$ cat config.mk
export PLATFORM = sky130hd
export DESIGN_NAME = adder_stage_ctrl
export DESIGN_NICKNAME = d
export VERILOG_FILES = /design/src/rtl/adder_stage_pkg.sv /design/src/rtl/adder_stage_fifo.sv /design/src/rtl/adder_stage_ctrl.sv
export SDC_FILE = /design/constraint.sdc
export NUM_CORES = 1
export LEC_CHECK = 0
export CAP_MARGIN = 20
export CELL_PAD_IN_SITES_DETAIL_PLACEMENT = 1
export CELL_PAD_IN_SITES_GLOBAL_PLACEMENT = 1
export CORE_ASPECT_RATIO = 2
export CORE_MARGIN = 3
export CORE_UTILIZATION = 38
export CTS_BUF_LIST = sky130_fd_sc_hd__clkbuf_16
export CTS_CLUSTER_SIZE = 16
export DETAILED_ROUTE_END_ITERATION = 16
export PLACE_DENSITY_LB_ADDON = 0.1
export RECOVER_POWER = 50
export SLEW_MARGIN = 40
export SYNTH_ARGS = -nofsm -noshare
export SYNTH_HDL_FRONTEND = slang
export SYNTH_SLANG_ARGS = --single-unit
$ cat constraint.sdc
create_clock -name clk -period 3.82 [get_ports clk]
set_input_delay 0.764 -clock clk [delete_from_list [all_inputs] [get_ports clk]]
set_output_delay 0.764 -clock clk [all_outputs]
set_load 0.01 [all_outputs]
$ cat src/rtl/adder_stage_pkg.sv
// adder_stage_pkg: shared types and constants for the adder stage wrapper.
//   state_t         : controller FSM state encoding (IDLE, SETTLE)
//   W_DEF/SUM_W_DEF : default operand / sum widths of the prefix adder
//   SETTLE_CYC_MAX  : largest supported settle time; sizes the settle counter
package adder_stage_pkg;

    typedef enum logic [0:0] {
        IDLE   = 1'b0,
        SETTLE = 1'b1
    } state_t;

    localparam int unsigned W_DEF          = 6;
    localparam int unsigned SUM_W_DEF      = W_DEF + 1;
    localparam int unsigned SETTLE_CYC_MAX = 15;
    localparam int unsigned SETTLE_W       = $clog2(SETTLE_CYC_MAX + 1);

endpackage : adder_stage_pkg

$ cat src/rtl/adder_stage_fifo.sv
// adder_stage_fifo: synchronous DEPTH-entry result FIFO (DEPTH a power of two).
// Ports:
//   clk, rst_n        : clock, synchronous active-low reset (clears pointers/count)
//   push, push_data   : write request and data (ignored when full)
//   pop               : read request (ignored when empty)
//   head              : entry at the read pointer, 0 when empty
//   count             : number of stored entries, 0..DEPTH
//   full, empty       : occupancy flags
module adder_stage_fifo #(
    parameter  int unsigned DW    = 7,
    parameter  int unsigned DEPTH = 2,
    localparam int unsigned CW    = $clog2(DEPTH + 1)
) (
    input  logic          clk,
    input  logic          rst_n,
    input  logic          push,
    input  logic [DW-1:0] push_data,
    input  logic          pop,
    output logic [DW-1:0] head,
    output logic [CW-1:0] count,
    output logic          full,
    output logic          empty
);

    localparam int unsigned PW = (DEPTH > 1) ? $clog2(DEPTH) : 1;

    logic [DW-1:0] mem [DEPTH];
    logic [PW-1:0] wr_ptr;
    logic [PW-1:0] rd_ptr;
    logic [CW-1:0] cnt;
    logic          do_push;
    logic          do_pop;

    assign full    = (cnt == CW'(DEPTH));
    assign empty   = (cnt == '0);
    assign do_push = push && !full;
    assign do_pop  = pop && !empty;
    assign count   = cnt;

    // Empty FIFO presents zero rather than stale storage.
    assign head = empty ? '0 : mem[rd_ptr];

    // Pointers and occupancy; power-of-two depth lets pointers wrap naturally.
    always_ff @(posedge clk) begin
        if (!rst_n) begin
            wr_ptr <= '0;
            rd_ptr <= '0;
            cnt    <= '0;
        end else begin
            if (do_push) begin
                wr_ptr <= wr_ptr + PW'(1);
            end
            if (do_pop) begin
                rd_ptr <= rd_ptr + PW'(1);
            end
            case ({do_push, do_pop})
                2'b10:   cnt <= cnt + CW'(1);
                2'b01:   cnt <= cnt - CW'(1);
                default: cnt <= cnt;
            endcase
        end
    end

    // Storage needs no reset: head is masked while empty.
    always_ff @(posedge clk) begin
        if (do_push) begin
            mem[wr_ptr] <= push_data;
        end
    end

endmodule : adder_stage_fifo

$ cat src/rtl/adder_stage_ctrl.sv
// adder_stage_ctrl: sequential wrapper around the external combinational
// prefix adder. Operands are accepted over in_valid/in_ready, registered onto
// add_x/add_y, and after SETTLE_CYC cycles add_s is captured into a result
// FIFO drained over out_valid/out_ready.
// Optional build macro: ADDER_STAGE_CHECK_EN enables a behavioural sum checker
// driving the sticky err flag; when undefined err is tied low.
// Ports:
//   clk, rst_n          : clock, synchronous active-low reset
//   in_valid/in_ready   : operand handshake, in_x/in_y operands
//   add_x/add_y         : registered operands to the adder
//   add_s               : adder sum (sampled only on the capture edge)
//   out_valid/out_ready : result handshake, out_sum is the FIFO head
//   done_cnt            : popped-result counter, wraps
//   err                 : sticky sum-mismatch flag
module adder_stage_ctrl
    import adder_stage_pkg::*;
#(
    parameter int unsigned W          = W_DEF,
    parameter int unsigned SETTLE_CYC = 1,
    parameter int unsigned DEPTH      = 2,
    parameter int unsigned CNT_W      = 16
) (
    input  logic             clk,
    input  logic             rst_n,
    input  logic             in_valid,
    output logic             in_ready,
    input  logic [W-1:0]     in_x,
    input  logic [W-1:0]     in_y,
    output logic [W-1:0]     add_x,
    output logic [W-1:0]     add_y,
    input  logic [W:0]       add_s,
    output logic             out_valid,
    input  logic             out_ready,
    output logic [W:0]       out_sum,
    output logic [CNT_W-1:0] done_cnt,
    output logic             err
);

    localparam int unsigned SUM_W = W + 1;
    localparam int unsigned CW    = $clog2(DEPTH + 1);

    state_t              state;
    state_t              state_nxt;
    logic [SETTLE_W-1:0] settle_cnt;
    logic                settle_done;
    logic                slot_free;
    logic                load_c;
    logic                capture_c;
    logic                pop_c;
    logic [CW-1:0]       fifo_count;
    logic                fifo_full;
    logic                fifo_empty;

    assign settle_done = (settle_cnt == '0);
    assign slot_free   = (fifo_count < CW'(DEPTH));

    // State register.
    always_ff @(posedge clk) begin
        if (!rst_n) begin
            state <= IDLE;
        end else begin
            state <= state_nxt;
        end
    end

    // Next-state logic.
    always_comb begin
        state_nxt = state;
        case (state)
            IDLE: begin
                if (in_valid && slot_free) begin
                    state_nxt = SETTLE;
                end
            end
            SETTLE: begin
                if (settle_done) begin
                    state_nxt = IDLE;
                end
            end
            default: state_nxt = IDLE;
        endcase
    end

    // Output decode: handshake ready, operand load and sum capture strobes.
    always_comb begin
        in_ready  = 1'b0;
        load_c    = 1'b0;
        capture_c = 1'b0;
        case (state)
            IDLE: begin
                in_ready = slot_free;
                load_c   = in_valid && slot_free;
            end
            SETTLE: begin
                capture_c = settle_done;
            end
            default: begin
                in_ready = 1'b0;
            end
        endcase
    end

    // Operand registers hold between operations; settle counter times capture.
    always_ff @(posedge clk) begin
        if (!rst_n) begin
            add_x      <= '0;
            add_y      <= '0;
            settle_cnt <= '0;
        end else if (load_c) begin
            add_x      <= in_x;
            add_y      <= in_y;
            settle_cnt <= SETTLE_W'(SETTLE_CYC - 1);
        end else if ((state == SETTLE) && !settle_done) begin
            settle_cnt <= settle_cnt - SETTLE_W'(1);
        end
    end

    // A slot is reserved at accept time, so a capture never finds the FIFO full.
    always_ff @(posedge clk) begin
        if (rst_n && capture_c) begin
            assert (!fifo_full)
            else $error("capture into full result FIFO");
        end
    end

    assign pop_c     = !fifo_empty && out_ready;
    assign out_valid = !fifo_empty;

    adder_stage_fifo #(
        .DW    (SUM_W),
        .DEPTH (DEPTH)
    ) u_fifo (
        .clk       (clk),
        .rst_n     (rst_n),
        .push      (capture_c),
        .push_data (add_s),
        .pop       (pop_c),
        .head      (out_sum),
        .count     (fifo_count),
        .full      (fifo_full),
        .empty     (fifo_empty)
    );

    // Completed-result counter, wraps modulo 2^CNT_W.
    always_ff @(posedge clk) begin
        if (!rst_n) begin
            done_cnt <= '0;
        end else if (pop_c) begin
            done_cnt <= done_cnt + CNT_W'(1);
        end
    end

`ifdef ADDER_STAGE_CHECK_EN
    logic [SUM_W-1:0] exp_sum;

    assign exp_sum = SUM_W'(add_x) + SUM_W'(add_y);

    // Sticky mismatch flag; the captured value is still the adder's output.
    always_ff @(posedge clk) begin
        if (!rst_n) begin
            err <= 1'b0;
        end else if (capture_c && (add_s != exp_sum)) begin
            err <= 1'b1;
        end
    end
`else
    assign err = 1'b0;
`endif

endmodule : adder_stage_ctrl

==> summary.log, run 1 <==
[status] result of the run complete, no violations
[timing] Period minus WS final 2.57 ns
[logic_synthesis] largest cells by area after synthesis sky130_fd_sc_hd__dfxtp_1 (35%), sky130_fd_sc_hd__edfxtp_1 (19%), sky130_fd_sc_hd__nand2_1 (6.3%)
[critical_path] data required time of the critical path 3.06 ns
[finish] Layout Nets 309
[logic_synthesis] top cells by count, synth sky130_fd_sc_hd__dfxtp_1 (38), sky130_fd_sc_hd__nand2_1 (37), sky130_fd_sc_hd__nor2_1 (32)
[clock_network] Hold Buf Count CTS 0
[grt] Total Routing Usage GR 16.4%
[critical_path] origin of the critical flop-to-flop path settle_cnt[0]$_SDFFE_PP0P_
[critical_path] slowest cell on the critical path sky130_fd_sc_hd__clkdlybuf4s50_1
[logic_synthesis] number of cells produced by synthesis 226
[logic_synthesis] post-synthesis share of cell area spent on xor and xnor gates 5.52%
[power_and_ir_drop] worst voltage drop across the vdd grid 363 µV
[logic_synthesis] fraction of registers with async set or reset after synthesis 0%
[logic_synthesis] Adder-Cell Fraction of Synth Area 2.28%
[finish] Layout area overhead 34.3%
[finish] Finished Core Util 53.5%
[critical_path] total buffers and inverters traversed by the critical path 1
[die] Die Height 114 µm
[logic_synthesis] cell accounting for the most synthesized area sky130_fd_sc_hd__dfxtp_1
[route] iteration count of the initial detailed-routing pass 2
[critical_path] Worst setup startpoint u_fifo.count[0]$_SDFFE_PN0P_
[grt] sum of overflow across all layers after global routing 0
[logic_synthesis] Post-synth EDFFs 14
[finish] Antenna diodes 0
[clock_network] CTS resizes 0
[critical_path] startpoint type of the worst setup path flop
[placement] sum of net half-perimeters after detailed placement 4100 µm
[logic_synthesis] largest family of logic cells by synthesized area simple AND/OR/NAND/NOR gates
[power_and_ir_drop] switching share of total power 26.6%
[critical_path] CP Data Arrival Time 1.81 ns
[route] total routed wirelength 5230 µm
[critical_path] capturing element type of the critical path primary output
[logic_synthesis] synthesized area per cell 9.72 µm²
[logic_synthesis] dominant synthesized flop cell sky130_fd_sc_hd__dfxtp_1
[power_and_ir_drop] power dissipated by switching net loads 397 µW
[logic_synthesis] number of warnings reported in the yosys synthesis log 0
[power_and_ir_drop] internal cell power 1090 µW
[finish] layout filler cell count 641
[logic_synthesis] proportion of synthesized area in mux cells 4.56%
[clock_network] root buffer cell sky130_fd_sc_hd__clkbuf_16
[critical_path] biggest cell delay along the critical path 0.50 ns
[route] 1st-iter DRT viols 19
[logic_synthesis] most instantiated library cell after synthesis sky130_fd_sc_hd__dfxtp_1
[placement] Routability Congestion 0.703
[timing] final critical-path share of the clock period 67.4%
[timing] number of endpoints failing setup at the final stage 0
[die] Die ar. 6790 µm²
[clock_network] clock buffers created by TritonCTS 5
[power_and_ir_drop] areal power density over the cells 505 nW/µm²
[timing] upper clock frequency limit 0.389 GHz
[logic_synthesis] complex-gate fraction of the synthesized area 8.49%
[grt] wire length of the first global-routing pass 8500 µm
[route] Routed wire per std cell 15.2 µm
[clock_network] number of H-tree levels 2
[clock_network] clock latency of the later-clocked register in the worst-skew pair 0.28 ns
[critical_path] Critical Path, Cell by Cell nor2_1 -> nor2_1 -> clkdlybuf4s50_1
[logic_synthesis] number of synthesized register bits 52
[clock_network] number of buffers added for setup after CTS 0
[timing] Final Hold Fails 0
[logic_synthesis] proportion of synthesized chip area in sequential cells 53.8%
[timing] setup TNS after final layout 0 ns
[die] standard-cell row count 38
[hold_path] type of the most critical hold path reg -> reg
[critical_path] crit-path leading delay family simple AND/OR/NAND/NOR gates
[logic_synthesis] summed instance area of the synthesized netlist 2200 µm²
[logic_synthesis] post-synthesis simple-gate area fraction 20.4%
[critical_path] most used cell along the critical path sky130_fd_sc_hd__nor2_1
[clock_network] number of sinks driven by the clock tree 52
[finish] fraction of final layout cells sized beyond drive strength 1 4.95%
[clock_network] TritonCTS clock tree yes
[route] number of nets with antenna violations after routing 0
[power_and_ir_drop] Static Leakage 0.00108 µW
[timing] final worst clock skew 0.00254 ns
[grt] vias in the first global route 1833
[timing] Worst Tran Pin Value 0.966 ns
[grt] antenna violations before repair 0
[clock_network] clock buffer depth 2
[finish] filler-free cell count of the finished design 343
[critical_path] kind of critical path reg -> out
[placement] instance count after placement with tap cells included 335
[timing] RSZ-0062 raised after global routing false
[logic_synthesis] number of nets in the synthesized netlist 253
[timing] max_slew headroom 35.5%
[die] area of the placeable core 5520 µm²
[die] top-level I/O count 61
[route] average vias per placed instance 5.10
[logic_synthesis] post-synthesis cell type count 39
[power_and_ir_drop] combinational fraction of design power 22.1%
[job] count of max-cap constraint violations 0
[timing] Final Max Slew Viols 0
[grt] maximum number of pins on one net before global-route repair 33
[die] initial core utilization 39.8%
[die] horizontal extent of the die 59.8 µm
[route] DRC violation count after routing 0
[route] detailed-route via count 1751
[clock_network] clock transition at the register clock pins on the worst setup and hold paths after CTS 0.06 ns
[placement] number of port buffers 59
[logic_synthesis] Yosys top cell area share 34.6%
[power_and_ir_drop] sequential fraction of design power 45.0%
[critical_path] highest net fanout along the worst path 8
[power_and_ir_drop] share of power burned in the clock network 32.9%
[hold_path] launch instance of the worst min-delay path add_y[4]$_SDFFE_PN0P_
final cells by class:
type	count	area [µm²]	share of cell area, %
sequential	52	1180	40.0
multi-input combinational	156	911	30.9
timing repair buffer	59	591	20.0
clock buffer	5	125	4.24
tap	60	75.1	2.54
clock inverter	3	38.8	1.31
inverter	8	30.0	1.02
power by group through the flow:
stage | Sequential (µW) | Combinational [µW] | Clock [µW]
2_1_floorplan | 658 | 214 | 0
3_3_place_gp | 681 | 329 | 0
3_5_place_dp | 685 | 341 | 0
4_1_cts | 673 | 344 | 508
5_1_grt | 679 | 366 | 530
6_report | 671 | 329 | 490
sequential cells by signal, indices dropped and copies added (netlist names), named ones only:
signal,cells
u_fifo.count,2
add_x,6
u_fifo.mem,14
state,1
u_fifo.rd_ptr,1
u_fifo.wr_ptr,1
settle_cnt,4
done_cnt,16
add_y,6
layout by cell type (no fill, tap or decap), types with 2 or more instances in the layout:
cell                               n
sky130_fd_sc_hd__edfxtp_1         14
sky130_fd_sc_hd__nand4_1           3
sky130_fd_sc_hd__inv_1             9
sky130_fd_sc_hd__dlygate4sd3_1    17
sky130_fd_sc_hd__or3_1             5
sky130_fd_sc_hd__nor3_1            2
sky130_fd_sc_hd__clkbuf_16         5
sky130_fd_sc_hd__nor2_1           32
sky130_fd_sc_hd__nand2b_1          3
sky130_fd_sc_hd__mux2i_1          10
sky130_fd_sc_hd__nand3_1           4
sky130_fd_sc_hd__xor2_1            8
sky130_fd_sc_hd__a21oi_1          19
sky130_fd_sc_hd__clkdlybuf4s50_1  42
sky130_fd_sc_hd__o21ai_0           6
sky130_fd_sc_hd__xnor2_1           4
sky130_fd_sc_hd__dfxtp_1          38
sky130_fd_sc_hd__or4_1             2
sky130_fd_sc_hd__nand2_1          37
sky130_fd_sc_hd__ha_1              4
final timing paths:
check                                               endpoint  slack, ns  cells after the start
worst max register to register  u_fifo.count[1]$_SDFFE_PN0P_       1.58                      7
worst max-delay path                              out_sum[2]       1.25                      3
worst min register to register         add_y[4]$_SDFFE_PN0P_       0.46                      2
worst min-delay path                   add_y[4]$_SDFFE_PN0P_       0.46                      2
metrics by stage:
stage | power [µW] | hold WS, ns | cell area, µm² | setup slack, ns
2_1_floorplan | 871 | 0.470 | 2200 | 1.75
3_3_place_gp | 1010 | 0.442 | 2790 | 1.18
3_5_place_dp | 1030 | 0.452 | 2790 | 1.25
4_1_cts | 1520 | 0.464 | 2950 | 1.17
5_1_grt | 1570 | 0.476 | 2950 | 1.12
6_report | 1490 | 0.456 | 2950 | 1.25
worst register-to-register path: cells and delay by family, from the launching register on:
kind            cells  cell delay (ns)
buf+inv             1             0.09
flops               1             0.33
fa+ha+maj           2             0.48
compound gates      1             0.19
simple gates        3             1.06
cells by family (layout without fill, tap and decap cells):
| family | count (synthesis) | in the layout |
|---|---|---|
| fa+ha+maj | 4 | 4 |
| buf+inv | 18 | 75 |
| xor+xnor | 13 | 13 |
| other cells | 1 | 1 |
| compound gates | 32 | 32 |
| simple gates | 96 | 96 |
| mux | 10 | 10 |
| flops | 52 | 52 |
metal layers:
layer | GRT usage [%] | part of all wire [%] | vias up
met5 | 0 | 0 | -
met3 | 3.40 | 5.3 | 6
li1 | - | - | 871
met1 | 14.7 | 32 | 824
met2 | 33.2 | 61 | 50
met4 | 5.33 | 1.3 | 0
(Power assumes the default switching activity.)
==> run 2: changes to the inputs <==
- CORE_UTILIZATION: 38 -> 36
- clock period: 3.82 -> 2.7 ns (I/O delays scaled with it)
==> run 2 against run 1 <==
Compared with the run above:
- via count rose by 1.7%
- worst setup slack got worse by 0.90 ns
- core utilization is 1.9 points lower
- sequential cell count is the same
- sequential share of layout area fell by 0.62 points
- final area is 1.6% higher
- global-route usage fell by 0.54 points
- cell count increased by 1.5%
- combinational power grew 42%
- routed wire length down 2.8%
- clock skew is 0.0055 ns higher
- largest power group unchanged
==> summary.log, run 2 (same netlist as run 1, synthesis figures left out) <==
[status] result of the run complete, no violations
[clock_network] clock transition at the register clock pins on the worst setup and hold paths after CTS 0.06 ns
[job] count of max-cap constraint violations 0
[route] Routed wire per std cell 14.6 µm
[finish] Layout Nets 313
[die] Die Height 116 µm
[critical_path] data required time of the critical path 2.16 ns
[timing] post-route worst hold slack 0.455 ns
[power_and_ir_drop] share of power burned in the clock network 36.0%
[clock_network] clock latency of the later-clocked register in the worst-skew pair 0.29 ns
[finish] Antenna diodes 0
[hold_path] launch instance of the worst min-delay path add_x[5]$_SDFFE_PN0P_
[die] standard-cell row count 39
[finish] most common cell after layout, fill and taps aside sky130_fd_sc_hd__clkdlybuf4s50_1
[route] detailed-route via count 1781
[clock_network] number of sinks driven by the clock tree 52
[finish] largest registers done_cnt x16, u_fifo.mem x14
[critical_path] highest net fanout along the worst path 8
[power_and_ir_drop] areal power density over the cells 736 nW/µm²
[finish] commonest cells after routing, fill and taps aside sky130_fd_sc_hd__clkdlybuf4s50_1 (42), sky130_fd_sc_hd__dfxtp_1 (38), sky130_fd_sc_hd__nand2_1 (37), sky130_fd_sc_hd__nor2_1 (32), sky130_fd_sc_hd__a21oi_1 (19)
[finish] Finished Core Util 51.6%
[critical_path] Worst setup startpoint u_fifo.count[0]$_SDFFE_PN0P_
[timing] max_slew headroom 50.7%
[critical_path] startpoint type of the worst setup path flop
[finish] fraction of final layout cells sized beyond drive strength 1 5.23%
[placement] instance count after placement with tap cells included 340
[finish] max FFs per register 16
[finish] Layout area overhead 36.4%
[route] total routed wirelength 5080 µm
[clock_network] clock buffer depth 2
[timing] Final Max Slew Viols 0
[placement] sum of net half-perimeters after detailed placement 3810 µm
[clock_network] Hold Buf Count CTS 0
[clock_network] clock buffers created by TritonCTS 5
[power_and_ir_drop] power dissipated by switching net loads 562 µW
[power_and_ir_drop] combinational fraction of design power 21.2%
[route] 1st-iter DRT viols 45
[power_and_ir_drop] Total Power Consumption 2210 µW
[clock_network] CTS resizes 0
[placement] number of port buffers 59
[power_and_ir_drop] Static Leakage 0.00112 µW
[critical_path] CP Data Arrival Time 1.81 ns
[finish] register bank with the most flops done_cnt
[timing] setup TNS after final layout 0 ns
[timing] Period minus WS final 2.35 ns
[route] iteration count of the initial detailed-routing pass 4
[clock_network] root buffer cell sky130_fd_sc_hd__clkbuf_16
[grt] vias in the first global route 1823
[die] area of the placeable core 5810 µm²
[timing] final worst clock skew 0.00801 ns
[power_and_ir_drop] worst voltage drop across the vdd grid 407 µV
[die] horizontal extent of the die 61.2 µm
[critical_path] origin of the critical flop-to-flop path settle_cnt[0]$_SDFFE_PP0P_
[route] DRC violation count after routing 0
[clock_network] number of buffers added for setup after CTS 0
[timing] RSZ-0062 raised after global routing false
[clock_network] number of H-tree levels 2
[timing] upper clock frequency limit 0.426 GHz
[timing] number of endpoints failing setup at the final stage 0
[route] number of nets with antenna violations after routing 0
[grt] wire length of the first global-routing pass 8420 µm
[die] top-level I/O count 61
[power_and_ir_drop] sequential fraction of design power 42.8%
[die] Die ar. 7130 µm²
[hold_path] type of the most critical hold path reg -> reg
[route] average vias per placed instance 5.12
[power_and_ir_drop] switching share of total power 25.5%
[grt] Total Routing Usage GR 15.8%
[grt] sum of overflow across all layers after global routing 0
[grt] antenna violations before repair 0
[timing] final critical-path share of the clock period 87.0%
[timing] Final Hold Fails 0
[die] initial core utilization 37.8%
[timing] Worst Tran Pin Value 0.737 ns
[grt] maximum number of pins on one net before global-route repair 32
[placement] Routability Congestion 0.654
[critical_path] capturing element type of the critical path primary output
[critical_path] kind of critical path reg -> out
[clock_network] TritonCTS clock tree yes
[finish] filler-free cell count of the finished design 348
[power_and_ir_drop] internal cell power 1650 µW
==> run 2: worst paths after layout <==
kind	end	slack, ns	cells after the start
worst min register to register	add_x[5]$_SDFFE_PN0P_	0.45	2
worst max-delay path	out_sum[1]	0.35	3
worst max register to register	u_fifo.count[1]$_SDFFE_PN0P_	0.50	7
worst min-delay path	add_x[5]$_SDFFE_PN0P_	0.45	2
==> run 2: power by group through the flow <==
stage | registers [µW] | clock network [µW] | logic (µW)
2_1_floorplan | 930 | 0 | 302
5_1_grt | 957 | 848 | 520
3_3_place_gp | 963 | 0 | 477
3_5_place_dp | 968 | 0 | 489
4_1_cts | 950 | 816 | 493
6_report | 944 | 795 | 468
==> run 2: final cells by class <==
cell class,instances,area (µm²)
multi-input cells,156,901
inverters,8,30.0
clock buffers,5,125
repair buffers,63,621
well taps,61,76.3
flip-flops and latches,52,1180
clock inverters,3,63.8
fillers,667,2810
==> run 2: routing by layer <==
metal / vias up / GRT usage [%] / wire length [µm]
met5: - / 0 / 0
met4: 0 / 6.37 / 95
met3: 7 / 5.20 / 354
met2: 53 / 30.1 / 2850
met1: 842 / 14.4 / 1780
li1: 879 / - / -
==> run 2: through the flow <==
step	instance area, µm²	worst slack, ns
6_report	3000	0.350
5_1_grt	3000	0.222
4_1_cts	3010	0.257
3_5_place_dp	2820	0.406
3_3_place_gp	2820	0.465
2_1_floorplan	2200	0.632
==> run 2: critical path: stages (launching register included) <==
cell and delay (ns):
sky130_fd_sc_hd__dfxtp_1 0.41, sky130_fd_sc_hd__nor2_1 0.49, sky130_fd_sc_hd__nor2_1 0.11, sky130_fd_sc_hd__clkdlybuf4s50_1 0.51
==> run 3: changes to the inputs <==
- SLEW_MARGIN: 40 -> default
==> results of run 3 <==
Final layout, timing and power as in run 2 (identical DEF).
